File: src/rtl/sequence_generator.sv
// -----------------------------------------------------------------------------
// sequence_generator
//
// Serialises the low L bits of a captured pattern, MSB of the L-bit field
// first, for REPEAT+1 passes separated by a one-cycle gap, then pulses DONE.
// L is LEN when 1 <= LEN <= WIDTH, otherwise WIDTH.
//
// Ports
//   clk         in   single clock, rising edge
//   rst_n       in   asynchronous active-low reset
//   start       in   request a job (sampled only in IDLE)
//   abort       in   synchronous cancel of the running job (SHIFT/GAP only)
//   pattern     in   [WIDTH-1:0] bits to send, captured at job start
//   len         in   [LEN_W-1:0] number of bits per pass, captured at job start
//   repeat_cnt  in   [3:0] extra passes (total passes = repeat_cnt+1)
//   out         out  serial data bit (registered)
//   valid       out  out carries a pattern bit (registered)
//   busy        out  job in progress, any state but IDLE (registered)
//   done        out  one-cycle completion pulse (registered)
//   state_dbg   out  [1:0] current FSM state for observation
//
// Handshake: start is a level request; a job begins on the first rising edge
// where the FSM is IDLE, start=1 and abort=0. valid qualifies out one bit per
// cycle with no backpressure; done marks the cycle after the last bit.
//
// seq_detector_101
//
// Registered "101" detector on a serial stream; det rises in the cycle after
// the final '1' of the sequence was presented on din.
//
// Ports
//   clk    in   clock
//   rst_n  in   asynchronous active-low reset
//   din    in   serial data bit
//   det    out  registered detect flag
// -----------------------------------------------------------------------------

module sequence_generator #(
  parameter int WIDTH = 8,
  parameter int LEN_W = 4
) (
  input  logic             clk,
  input  logic             rst_n,
  input  logic             start,
  input  logic             abort,
  input  logic [WIDTH-1:0] pattern,
  input  logic [LEN_W-1:0] len,
  input  logic [3:0]       repeat_cnt,
  output logic             out,
  output logic             valid,
  output logic             busy,
  output logic             done,
  output logic [1:0]       state_dbg
);

  typedef enum logic [1:0] {
    IDLE   = 2'd0,
    SHIFT  = 2'd1,
    GAP    = 2'd2,
    FINISH = 2'd3
  } state_t;

  localparam logic [LEN_W-1:0] WIDTH_L = LEN_W'(WIDTH);
  localparam logic [LEN_W-1:0] ONE_L   = LEN_W'(1);

  state_t           state_q, state_d;
  logic [WIDTH-1:0] pat_q, pat_d;
  logic [LEN_W-1:0] len_q, len_d;     // effective length L of the job
  logic [3:0]       pass_q, pass_d;   // passes still to run after this one
  logic [LEN_W-1:0] bit_q, bit_d;     // index of the bit being presented
  logic [LEN_W-1:0] len_eff;
  logic [WIDTH-1:0] bit_mask;
  logic             out_d, valid_d, busy_d, done_d;

  // Out-of-range lengths (0 or above WIDTH) fall back to the full width so
  // the bit index can never point outside the pattern.
  always_comb begin
    len_eff = WIDTH_L;
    if ((len != '0) && (len <= WIDTH_L)) begin
      len_eff = len;
    end
  end

  // Next-state and datapath update.
  always_comb begin
    state_d = state_q;
    pat_d   = pat_q;
    len_d   = len_q;
    pass_d  = pass_q;
    bit_d   = bit_q;

    case (state_q)
      IDLE: begin
        // abort has priority over start: a simultaneous pair starts nothing.
        if (start && !abort) begin
          pat_d   = pattern;
          len_d   = len_eff;
          pass_d  = repeat_cnt;
          bit_d   = len_eff - ONE_L;
          state_d = SHIFT;
        end
      end

      SHIFT: begin
        if (abort) begin
          state_d = IDLE;
          pass_d  = '0;
          bit_d   = '0;
        end else if (bit_q == '0) begin
          if (pass_q != 4'd0) begin
            pass_d  = pass_q - 4'd1;
            state_d = GAP;
          end else begin
            state_d = FINISH;
          end
        end else begin
          bit_d = bit_q - ONE_L;
        end
      end

      GAP: begin
        if (abort) begin
          state_d = IDLE;
          pass_d  = '0;
          bit_d   = '0;
        end else begin
          // Each pass reloads from the top of the field; no wrap-around.
          bit_d   = len_q - ONE_L;
          state_d = SHIFT;
        end
      end

      FINISH: begin
        // abort is deliberately ignored here; the DONE pulse is already out.
        state_d = IDLE;
        pass_d  = '0;
        bit_d   = '0;
      end

      default: begin
        state_d = IDLE;
      end
    endcase
  end

  // Outputs are decoded from the next state and registered alongside it, so
  // every output is a pure flop output aligned with its state.
  always_comb begin
    bit_mask = WIDTH'(1) << bit_d;
    valid_d  = (state_d == SHIFT);
    out_d    = valid_d && ((pat_d & bit_mask) != '0);
    busy_d   = (state_d != IDLE);
    done_d   = (state_d == FINISH);
  end

  always_ff @(posedge clk or negedge rst_n) begin
    if (!rst_n) begin
      state_q <= IDLE;
      pat_q   <= '0;
      len_q   <= '0;
      pass_q  <= '0;
      bit_q   <= '0;
      out     <= 1'b0;
      valid   <= 1'b0;
      busy    <= 1'b0;
      done    <= 1'b0;
    end else begin
      state_q <= state_d;
      pat_q   <= pat_d;
      len_q   <= len_d;
      pass_q  <= pass_d;
      bit_q   <= bit_d;
      out     <= out_d;
      valid   <= valid_d;
      busy    <= busy_d;
      done    <= done_d;
    end
  end

  assign state_dbg = state_q;

endmodule


File: config.mk
export PLATFORM = sky130hd
export DESIGN_NAME = sequence_generator
export DESIGN_NICKNAME = d
export VERILOG_FILES = /design/src/rtl/sequence_generator.sv
export SDC_FILE = /design/constraint.sdc
export NUM_CORES = 1
export LEC_CHECK = 0
export CORE_UTILIZATION = 42
export CTS_BUF_LIST = sky130_fd_sc_hd__clkbuf_4 sky130_fd_sc_hd__clkbuf_8
export DETAILED_ROUTE_END_ITERATION = 7
export GPL_TIMING_DRIVEN = 0
export HOLD_SLACK_MARGIN = 0.06
export PLACE_DENSITY = 0.66
export SLEW_MARGIN = 15
export SYNTH_ARGS = -nofsm -noshare
export SYNTH_HDL_FRONTEND = slang
export SYNTH_SLANG_ARGS = --single-unit
export TNS_END_PERCENT = 20
File: constraint.sdc
create_clock -name clk -period 4.4 [get_ports clk]
set_clock_uncertainty 0.2 [all_clocks]
set_input_delay 0.88 -clock clk [delete_from_list [all_inputs] [get_ports clk]]
set_output_delay 0.88 -clock clk [all_outputs]
set_load 0.1 [all_outputs]
* After elaboration in Yosys (flattened, before gate mapping)
Cells that the tools add are included.
** Storage, ports and cells
- Bits of input ports :: 20
- Memories :: 0
- Latch bits :: 0
- Memory bits (read-only) :: 0
- Flip-flop bits (word level) :: 26
- Memory bits (writable) :: 0
- Output and inout port bits :: 6
- Word-level logic and storage cells :: 57
** Operators by class
- Reductions and logical operators :: 12
- Bitwise logic cells :: 1
- Mux-type cells :: 20
- Multiply operators :: 0
- Equal/unequal tests :: 9
- Add/subtract/negate cells :: 4
- Magnitude comparators :: 1
- Div/mod/pow operators :: 0
- Shifts and indexed selects :: 1
** Operator list (number)
- $mux W4 :: 10
- $pmux W4 S4 :: 2
- $mux W8 :: 2
- $sub A4 B1 Y4 const B :: 4
- $and A8 B8 Y8 :: 1
- $pmux W2 S4 :: 1
- $reduce_bool A4 Y1 :: 2
- $reduce_bool A8 Y1 :: 1
- $shl A1 B4 Y8 const A :: 1
- $eq A2 B2 Y1 const B :: 3
- $mux W2 :: 3
- $ne A3 B3 Y1 const B :: 2
- $eq A2 B1 Y1 const B :: 2
- $le A4 B4 Y1 const B :: 1
- $logic_not A4 Y1 :: 1
- $ne A2 B2 Y1 const B :: 2
- $reduce_and A4 Y1 :: 1
- $logic_and A1 B1 Y1 :: 3
- $logic_not A2 Y1 :: 1
- $mux W1 :: 2
- $reduce_and A2 Y1 :: 1
- $reduce_bool A2 Y1 :: 1
- $logic_not A1 Y1 :: 1

* Depth between registers and ports, before layout
Gate-level depths: netlist of the first run.
- Word-level depth :: 10
- Mapped depth :: 9
- Mapped depth without buffers :: 9

* Worst setup path after synthesis of the first run
OpenSTA, ideal clock, no wires.
- Kind :: flip-flop to flip-flop
- Start point :: register state_q[1], in the netlist state_dbg[1]
- End point :: register out
- Setup time :: 0.087 ns
- Arrival time :: 2.483 ns
- Required time :: 4.113 ns
- Path buffers :: 1
- Slack :: 1.630 ns
- Cell stages (with the launch flop) :: 9
- Period minus slack after synthesis :: 2.770 ns
- Cells stage by stage :: dfrtp_1 -> buf_4 -> nor2_2 -> a22o_1 -> a221oi_4 -> inv_2 -> mux2i_1 -> o22a_1 -> a211oi_2
** Between the ends
- Cells in the longest elaborated chain, start to end :: 6
- Elaborated cells between the ends (all ways) :: 15
- Classes of those cells :: eq/ne (4); shift (1); mux (6); bitwise (1); reduce/logical (3)
** RTL lines
- start: declaration :: RTL line 66 : state_t state_q, state_d;
- start signal: assignment :: RTL line 168 : state_q <= state_d;
- $eq A2 B2 Y1, or another cell as far along :: RTL line 92 : case (state_q)
- $pmux W4 S4 * :: RTL line 92
- net bit_d[1] :: RTL line 70 : logic [LEN_W-1:0] bit_q, bit_d;
- $shl A1 B4 Y8 * :: RTL line 149 : bit_mask = WIDTH'(1) << bit_d;
- $and A8 B8 Y8 * :: RTL line 151 : out_d = valid_d && ((pat_d & bit_mask) != '0);
- $reduce_bool A8 Y1 * :: RTL line 151
- $logic_and A1 B1 Y1 * :: RTL line 151
- net out_d :: RTL line 73 : logic out_d, valid_d, busy_d, done_d;
- end signal: assignment :: RTL line 173 : out <= out_d;
- end: declaration :: RTL line 49 : output logic out,
Mark *: on every way through the listed nets, which the timed path passes. The rest lies on a longest branch.
A chain may end at the register's enable or synchronous reset.

* Final worst setup path of the first run
- Start point :: register state_q[0], in the netlist state_dbg[0]
- End point :: output port state_dbg[0]
** RTL lines
- end: declaration :: RTL line 53 : output logic [1:0] state_dbg
No word-level cell between the ends.

==> metrics.log, run 1 <==
[metrics] path length in cells of the critical path: 1
[metrics] Total Routed Length: 2740 um
[metrics] Crit path arrival time: 1.97 ns
[metrics] Row Count: 20
[metrics] worst r2r path cells: 9
[metrics] worst slew pin tran: 0.967 ns
[metrics] number of port buffers: 25
[metrics] Worst setup EP type: output pin
[metrics] clock input transition at the sequential cells of the worst setup and hold paths: 0.13 ns
[metrics] Crit path max-delay family: buffers and inverters
[metrics] worst hold path type: reg2reg
[metrics] Setup WS post-layout: 1.35 ns
[metrics] sum of overflow across all layers after global routing: 0
[metrics] number of warnings printed during yosys synthesis: 0
[metrics] Critical Path Source Type: register
[metrics] maximum clock rate: 328 MHz
[metrics] share of flip-flops with an asynchronous set or reset after synthesis: 100%
[metrics] clk sink count: 26
[metrics] Max Transition Viols Final: 0
[metrics] leakage power: 0.762 nW
[metrics] detailed-route DRC error count: 0
[metrics] Rel. slew slack: 35.3%
[metrics] Filler Cell Count: 285
[metrics] portion of synthesized cell area occupied by the leading cell type: 46.1%
[metrics] Vias per Instance: 5.22
[metrics] minimum clock period: 3.05 ns
[metrics] Root Buffer: sky130_fd_sc_hd__clkbuf_4
[metrics] initial antenna violation count: 0
[metrics] Critical Path Slowest Stage Cell: sky130_fd_sc_hd__clkdlybuf4s50_1
[metrics] share of the core filled with cells in the final layout: 55.5%
[metrics] distinct cell type count after synthesis: 38
[metrics] total nets after synthesis: 157
[metrics] Worst Setup Slack post-DPL: 1.09 ns
[metrics] Worst Hold Depth: 1
[metrics] cts hold-fix bufs: 0
[metrics] clock tree from TritonCTS: built
[metrics] overall global routing resource usage: 18.5%
[metrics] register area share after synthesis: 46.1%
[metrics] half-perimeter wire length of the detailed placement result: 2090 um
[metrics] final cell area excluding filler cells: 1740 sq um
[metrics] Die W: 60.0 um
[metrics] CTS HTree Levels: 1
[metrics] IO Count: 26
[metrics] period utilisation layout: 69.4%
[metrics] number of vias in the routed layout: 1071
[metrics] worst setup path category: reg2out
[metrics] pin count of the biggest net entering global routing: 27
[metrics] power per cell area: 643 nW/um^2
[metrics] total number of nets in the final design: 187
[metrics] Setup Viol. Count Final: 0
[metrics] cell area after placement: 1720 sq um
[metrics] layout cells sized above 1: 16.1%
[metrics] area growth from synthesis to final layout: 22.9%
[metrics] Core Box Area: 3130 sq um
[metrics] synthesized area: 1410 sq um
[metrics] setup repair after global routing missed its margin: no
[metrics] number of cells produced by synthesis: 133
[metrics] status: complete, no violations
[metrics] number of hold violations in the final report: 0
[metrics] ranking of synthesized cells by area: sky130_fd_sc_hd__dfrtp_1 (46%), sky130_fd_sc_hd__mux2_2 (6.4%), sky130_fd_sc_hd__ha_1 (3.5%)
[metrics] average size of a mapped cell: 10.6 sq um
[metrics] total of max-cap violations: 0
[metrics] number of global-route vias before repair: 1078
[metrics] leading area contributor after synthesis: sky130_fd_sc_hd__dfrtp_1
[metrics] die outline area: 3600 sq um
[metrics] largest fanout on the critical path: 8
[metrics] later-pin clock latency in the skew report: 0.31 ns
[metrics] DRC marker count from the first detailed-route iteration: 37
[metrics] EDFF count, synth: 0
[metrics] Max Buffers Root-to-Sink: 2
[metrics] wire length per cell: 13.4 um
[metrics] VDD IR-drop max: 0.273 mV
[metrics] Crit path required time: 3.32 ns
[metrics] routability congestion estimate: 0.879
[metrics] number of synthesized register bits: 26
[metrics] slowest stage delay, CP: 1.17 ns
[metrics] antenna diode instance count: 0
[metrics] sum of negative setup slack: 0 ns
[metrics] DR pass1 iterations: 4
[metrics] number of clock buffers inserted by TritonCTS: 3
[metrics] post-route ant nets: 0
[metrics] number of cells upsized or downsized after cts: 0
[metrics] cell breakdown of the critical path: clkdlybuf4s50_1
[metrics] wire length of the first global-routing pass: 4830 um
[metrics] initial core utilization: 45.2%
[metrics] Die Ht: 60.0 um
[metrics] commonest register cell after synthesis: sky130_fd_sc_hd__dfrtp_1
[metrics] worst path bufs/invs: 1
[metrics] number of post-CTS setup repair buffers: 0
report_power, final:
group	internal, mW	leakage, nW	switching, mW
combinational	0.244	0.426	0.370
sequential	0.339	0.323	0.0629
clock	0.0320	0.0138	0.0675
total	0.615	0.762	0.501
layout make-up:
cell class,count,area [sq um],area share (%)
multi-input combinational,93,697,40.2
clock buffer,3,22.5,1.30
sequential,26,651,37.5
inverter,10,37.5,2.16
tap,44,55.1,3.17
timing repair buffer,25,245,14.1
buffer,4,27.5,1.59
layout by cell type (no fill, tap or decap), types with 5 or more instances in the layout:
master | Yosys | final
sky130_fd_sc_hd__a21oi_1 | 6 | 6
sky130_fd_sc_hd__clkdlybuf4s50_1 | 0 | 24
sky130_fd_sc_hd__dfrtp_1 | 26 | 26
sky130_fd_sc_hd__inv_1 | 9 | 9
sky130_fd_sc_hd__mux2_2 | 8 | 8
sky130_fd_sc_hd__mux2i_1 | 5 | 5
sky130_fd_sc_hd__nand2_1 | 11 | 11
sky130_fd_sc_hd__nand2b_1 | 7 | 7
sky130_fd_sc_hd__nor2_1 | 7 | 7
sky130_fd_sc_hd__nor3_1 | 5 | 5
sky130_fd_sc_hd__o21ai_0 | 10 | 10
per-stage QoR:
stage,cells,power (mW),hold WS (ns)
global route,205,1.21,0.344
floorplan,133,0.878,0.272
CTS,205,1.13,0.320
global placement,202,1.01,0.280
detailed placement,202,1.03,0.289
finish,205,1.12,0.314
cell usage after synthesis, types with 2 or more instances:
cell / instances
sky130_fd_sc_hd__a21oi_1: 6
sky130_fd_sc_hd__nand2b_1: 7
sky130_fd_sc_hd__nor2_1: 7
sky130_fd_sc_hd__nor3b_2: 2
sky130_fd_sc_hd__mux2i_1: 5
sky130_fd_sc_hd__nor3_1: 5
sky130_fd_sc_hd__a22o_1: 2
sky130_fd_sc_hd__a32oi_1: 2
sky130_fd_sc_hd__xor2_1: 3
sky130_fd_sc_hd__buf_4: 3
sky130_fd_sc_hd__mux2_2: 8
sky130_fd_sc_hd__nand2_1: 11
sky130_fd_sc_hd__ha_1: 4
sky130_fd_sc_hd__o21ai_0: 10
sky130_fd_sc_hd__dfrtp_1: 26
sky130_fd_sc_hd__inv_1: 9
sky130_fd_sc_hd__o22a_1: 2
logic make-up after synthesis:
family          count (synthesis)  synth area share [%]
fa+ha+maj                       4                  3.54
compound gates                 30                  15.9
buf+inv                        14                  4.60
xor+xnor                        3                  1.86
simple gates                   43                  18.1
flops                          26                  46.1
mux                            13                  9.92
layer usage:
metal  wire length (um)  track usage (%)
met5                  0                0
met1               1300             24.9
met3                100             1.95
met2               1290             29.8
met4                 51             8.97
sequential cells by signal, summed over array words and instances (netlist names):
register and flops:
len_q 4, busy 1, valid 1, done 1, pat_q 8, bit_q 4
pass_q 4, out 1, state_dbg 2
worst paths after layout:
check                                  start           end  slack (ns)
max in group asynchronous              rst_n      len_q[3]        3.28
worst max register to register      bit_q[1]           out        1.92
worst min-delay path                pat_q[6]      pat_q[6]        0.31
min in group asynchronous              rst_n      len_q[2]        0.34
worst min register to register      pat_q[6]      pat_q[6]        0.31
worst max-delay path            state_dbg[0]  state_dbg[0]        1.35
No activity file was read; power rests on OpenSTA's default activity.
==> run 2, diff against run 1 <==
--- a/config.mk
+++ b/config.mk
@@ -10,7 +10,7 @@
 export DETAILED_ROUTE_END_ITERATION = 7
 export GPL_TIMING_DRIVEN = 0
 export HOLD_SLACK_MARGIN = 0.06
-export PLACE_DENSITY = 0.66
+export PLACE_DENSITY = 0.69
 export SLEW_MARGIN = 15
 export SYNTH_ARGS = -nofsm -noshare
 export SYNTH_HDL_FRONTEND = slang
==> constraint.sdc (replaced) <==
create_clock -name clk -period 2.7 [get_ports clk]
set_clock_uncertainty 0.2 [all_clocks]
set_input_delay 0.54 -clock clk [delete_from_list [all_inputs] [get_ports clk]]
set_output_delay 0.54 -clock clk [all_outputs]
set_load 0.1 [all_outputs]
==> metrics.log, run 2 (synthesis gave the netlist of run 1 again) <==
[metrics] status: complete, no violations
[metrics] number of clock buffers inserted by TritonCTS: 3 (unchanged)
[metrics] Multi-input gate area: 716 sq um (+2.7%)
[metrics] number of hold violations in the final report: 0 (unchanged)
[metrics] detailed-route DRC error count: 0 (unchanged)
[metrics] antenna diode instance count: 0 (unchanged)
[metrics] Critical Path Source Type: input port
[metrics] cell area after placement: 1720 sq um (about the same)
[metrics] WHS Endpoint: pat_q[6]
[metrics] Worst setup EP type: register
[metrics] CTS HTree Levels: 1 (unchanged)
[metrics] sum of overflow across all layers after global routing: 0 (unchanged)
[metrics] area growth from synthesis to final layout: 25.9%
[metrics] flip-flop count of the largest register after layout: 8 (unchanged)
[metrics] clock tree from TritonCTS: built
[metrics] Row Count: 20 (unchanged)
[metrics] Reg area: 652 sq um (+0.19%)
[metrics] clk sink count: 26 (unchanged)
[metrics] worst slew pin tran: 0.966 ns (-0.00132 ns)
[metrics] DR pass1 iterations: 4 (unchanged)
[metrics] initial antenna violation count: 0 (unchanged)
[metrics] wire length of the first global-routing pass: 4640 um (-4.0%)
[metrics] Root Buffer: sky130_fd_sc_hd__clkbuf_4
[metrics] total number of nets in the final design: 188 (+0.53%)
[metrics] Crit path required time: 2.74 ns (-0.58 ns)
[metrics] number of post-CTS setup repair buffers: 0 (unchanged)
[metrics] Setup Viol. Count Final: 0 (unchanged)
[metrics] Crit path arrival time: 2.62 ns (+0.65 ns)
[metrics] worst hold path type: reg2reg
[metrics] IO Count: 26 (unchanged)
[metrics] total power draw: 1.85 mW (+66%)
[metrics] Filler Cell Count: 288 (+1.1%)
[metrics] Max Transition Viols Final: 0 (unchanged)
[metrics] Worst Hold Depth: 1 (unchanged)
[metrics] overall global routing resource usage: 17.6% (-0.89 points)
[metrics] later-pin clock latency in the skew report: 0.31 ns (about the same)
[metrics] clock input transition at the sequential cells of the worst setup and hold paths: 0.14 ns (about the same)
[metrics] post-route ant nets: 0 (unchanged)
[metrics] Max Buffers Root-to-Sink: 2 (unchanged)
[metrics] share of the core filled with cells in the final layout: 56.8% (+1.4 points)
[metrics] maximum clock rate: 388 MHz
[metrics] slack of the worst reg-to-reg path: 0.22 ns (-1.70 ns)
[metrics] worst reg2reg path endpoint: out
[metrics] minimum clock period: 2.58 ns
[metrics] Die Ht: 60.0 um (unchanged)
[metrics] worst setup path category: in2reg
[metrics] die outline area: 3600 sq um (unchanged)
[metrics] worst r2r path cells: 9 (unchanged)
[metrics] power per cell area: 1040 nW/um^2 (+62%)
[metrics] commonest cells after routing, fill and taps aside: sky130_fd_sc_hd__dfrtp_1 (25), sky130_fd_sc_hd__clkdlybuf4s50_1 (23), sky130_fd_sc_hd__nand2_1 (11)
[metrics] launch instance of the worst register-to-register path: bit_q[1]
[metrics] sum of negative setup slack: 0 ns (unchanged)
[metrics] Worst Setup Slack post-DPL: -0.273 ns (-1.37 ns)
[metrics] number of global-route vias before repair: 1073 (-0.46%)
[metrics] half-perimeter wire length of the detailed placement result: 2140 um (+2.3%)
[metrics] Total Routed Length: 2740 um (+0.26%)
[metrics] setup repair after global routing missed its margin: no
[metrics] final cell area excluding filler cells: 1780 sq um (+2.5%)
[metrics] largest fanout on the critical path: 4 (-4)
[metrics] layout cells sized above 1: 19.0% (+2.9 points)
[metrics] Die W: 60.0 um (unchanged)
[metrics] pin count of the biggest net entering global routing: 27 (unchanged)
[metrics] VDD IR-drop max: 0.455 mV (+67%)
[metrics] number of port buffers: 25 (unchanged)
[metrics] Core Box Area: 3130 sq um (unchanged)
[metrics] register name with the most flops: pat_q
[metrics] routability congestion estimate: 0.857 (-2.5%)
[metrics] Setup WS post-layout: 0.123 ns (-1.22 ns)
[metrics] Rel. slew slack: 35.4% (+0.089 points)
[metrics] period utilisation layout: 95.5%
[metrics] number of vias in the routed layout: 1081 (+0.93%)
[metrics] wire length per cell: 13.3 um (-0.71%)
[metrics] Vias per Instance: 5.22 (about the same)
[metrics] initial core utilization: 45.2% (unchanged)
[metrics] leakage power: 0.789 nW (+3.6%)
[metrics] Worst Min Path Start: pat_q[6]
[metrics] total of max-cap violations: 0 (unchanged)
[metrics] DRC marker count from the first detailed-route iteration: 44 (+19%)
[metrics] most frequent standard cell in the layout excluding fill and tap cells: sky130_fd_sc_hd__dfrtp_1
-- run 2: cell types whose count changed in the layout (fill, tap and decap cells not counted), sizes merged --
cell,previous run,this run
clkbuf,3,4
dlygate4sd3,0,1
dlygate4sd2,0,1
clkdlybuf4s50,24,23
-- run 2: metrics by stage --
stage | hold WS (ns) | instances
5_1_grt | 0.337 | 207
2_1_floorplan | 0.0444 | 133
3_3_place_gp | 0.282 | 202
3_5_place_dp | 0.290 | 202
4_1_cts | 0.321 | 206
6_report | 0.314 | 207
-- run 2: report_power, final --
group / total [mW] / internal (mW) / switching [mW]
clock: 0.191 / 0.0823 / 0.109
sequential: 0.654 / 0.553 / 0.100
combinational: 1.01 / 0.399 / 0.607
-- run 2: what timing repair did --
action / 4_1_cts / 5_1_grt
endpoints found under the setup margin: 1 / 1
gates cloned: 0 / 0
endpoints found under the hold margin: 0 / 26
pin swaps: 0 / 1
resized for setup: 1 / 3
hold buffers: 0 / 1
-- run 2: area by class of cell --
type | count | area share [%]
Tap cell | 44 | 3.10
Timing Repair Buffer | 26 | 14.3
Sequential cell | 26 | 36.7
Multi-Input combinational cell | 93 | 40.3
Inverter | 10 | 2.11
Buffer | 4 | 1.55
Clock buffer | 4 | 2.04
-- run 2: worst max path at each step --
stage               end    startpoint  cells past startpoint
floorplan           out  state_dbg[0]                      7
global placement    out        len[3]                     10
detailed placement  out        len[3]                     10
CTS                 out        len[3]                     10
global route        out        len[3]                     10
finish              out        len[3]                     10
-- run 2: routing by layer --
layer | GRT usage (%) | up-vias | share of wire (%)
li1 | - | 532 | -
met1 | 21.6 | 524 | 46
met2 | 31.1 | 21 | 50
met3 | 2.38 | 4 | 3.1
met4 | 6.98 | 0 | 1.3
met5 | 0 | - | 0
-- run 2: critical path: stages --
cell and delay (ns):
sky130_fd_sc_hd__clkdlybuf4s50_1 0.45, sky130_fd_sc_hd__nand2b_4 0.17, sky130_fd_sc_hd__ha_1 0.26, sky130_fd_sc_hd__nand2b_1 0.11
sky130_fd_sc_hd__mux2i_2 0.10, sky130_fd_sc_hd__a221oi_4 0.39, sky130_fd_sc_hd__inv_2 0.07, sky130_fd_sc_hd__mux2i_1 0.13
sky130_fd_sc_hd__o22a_1 0.19, sky130_fd_sc_hd__a211oi_2 0.21
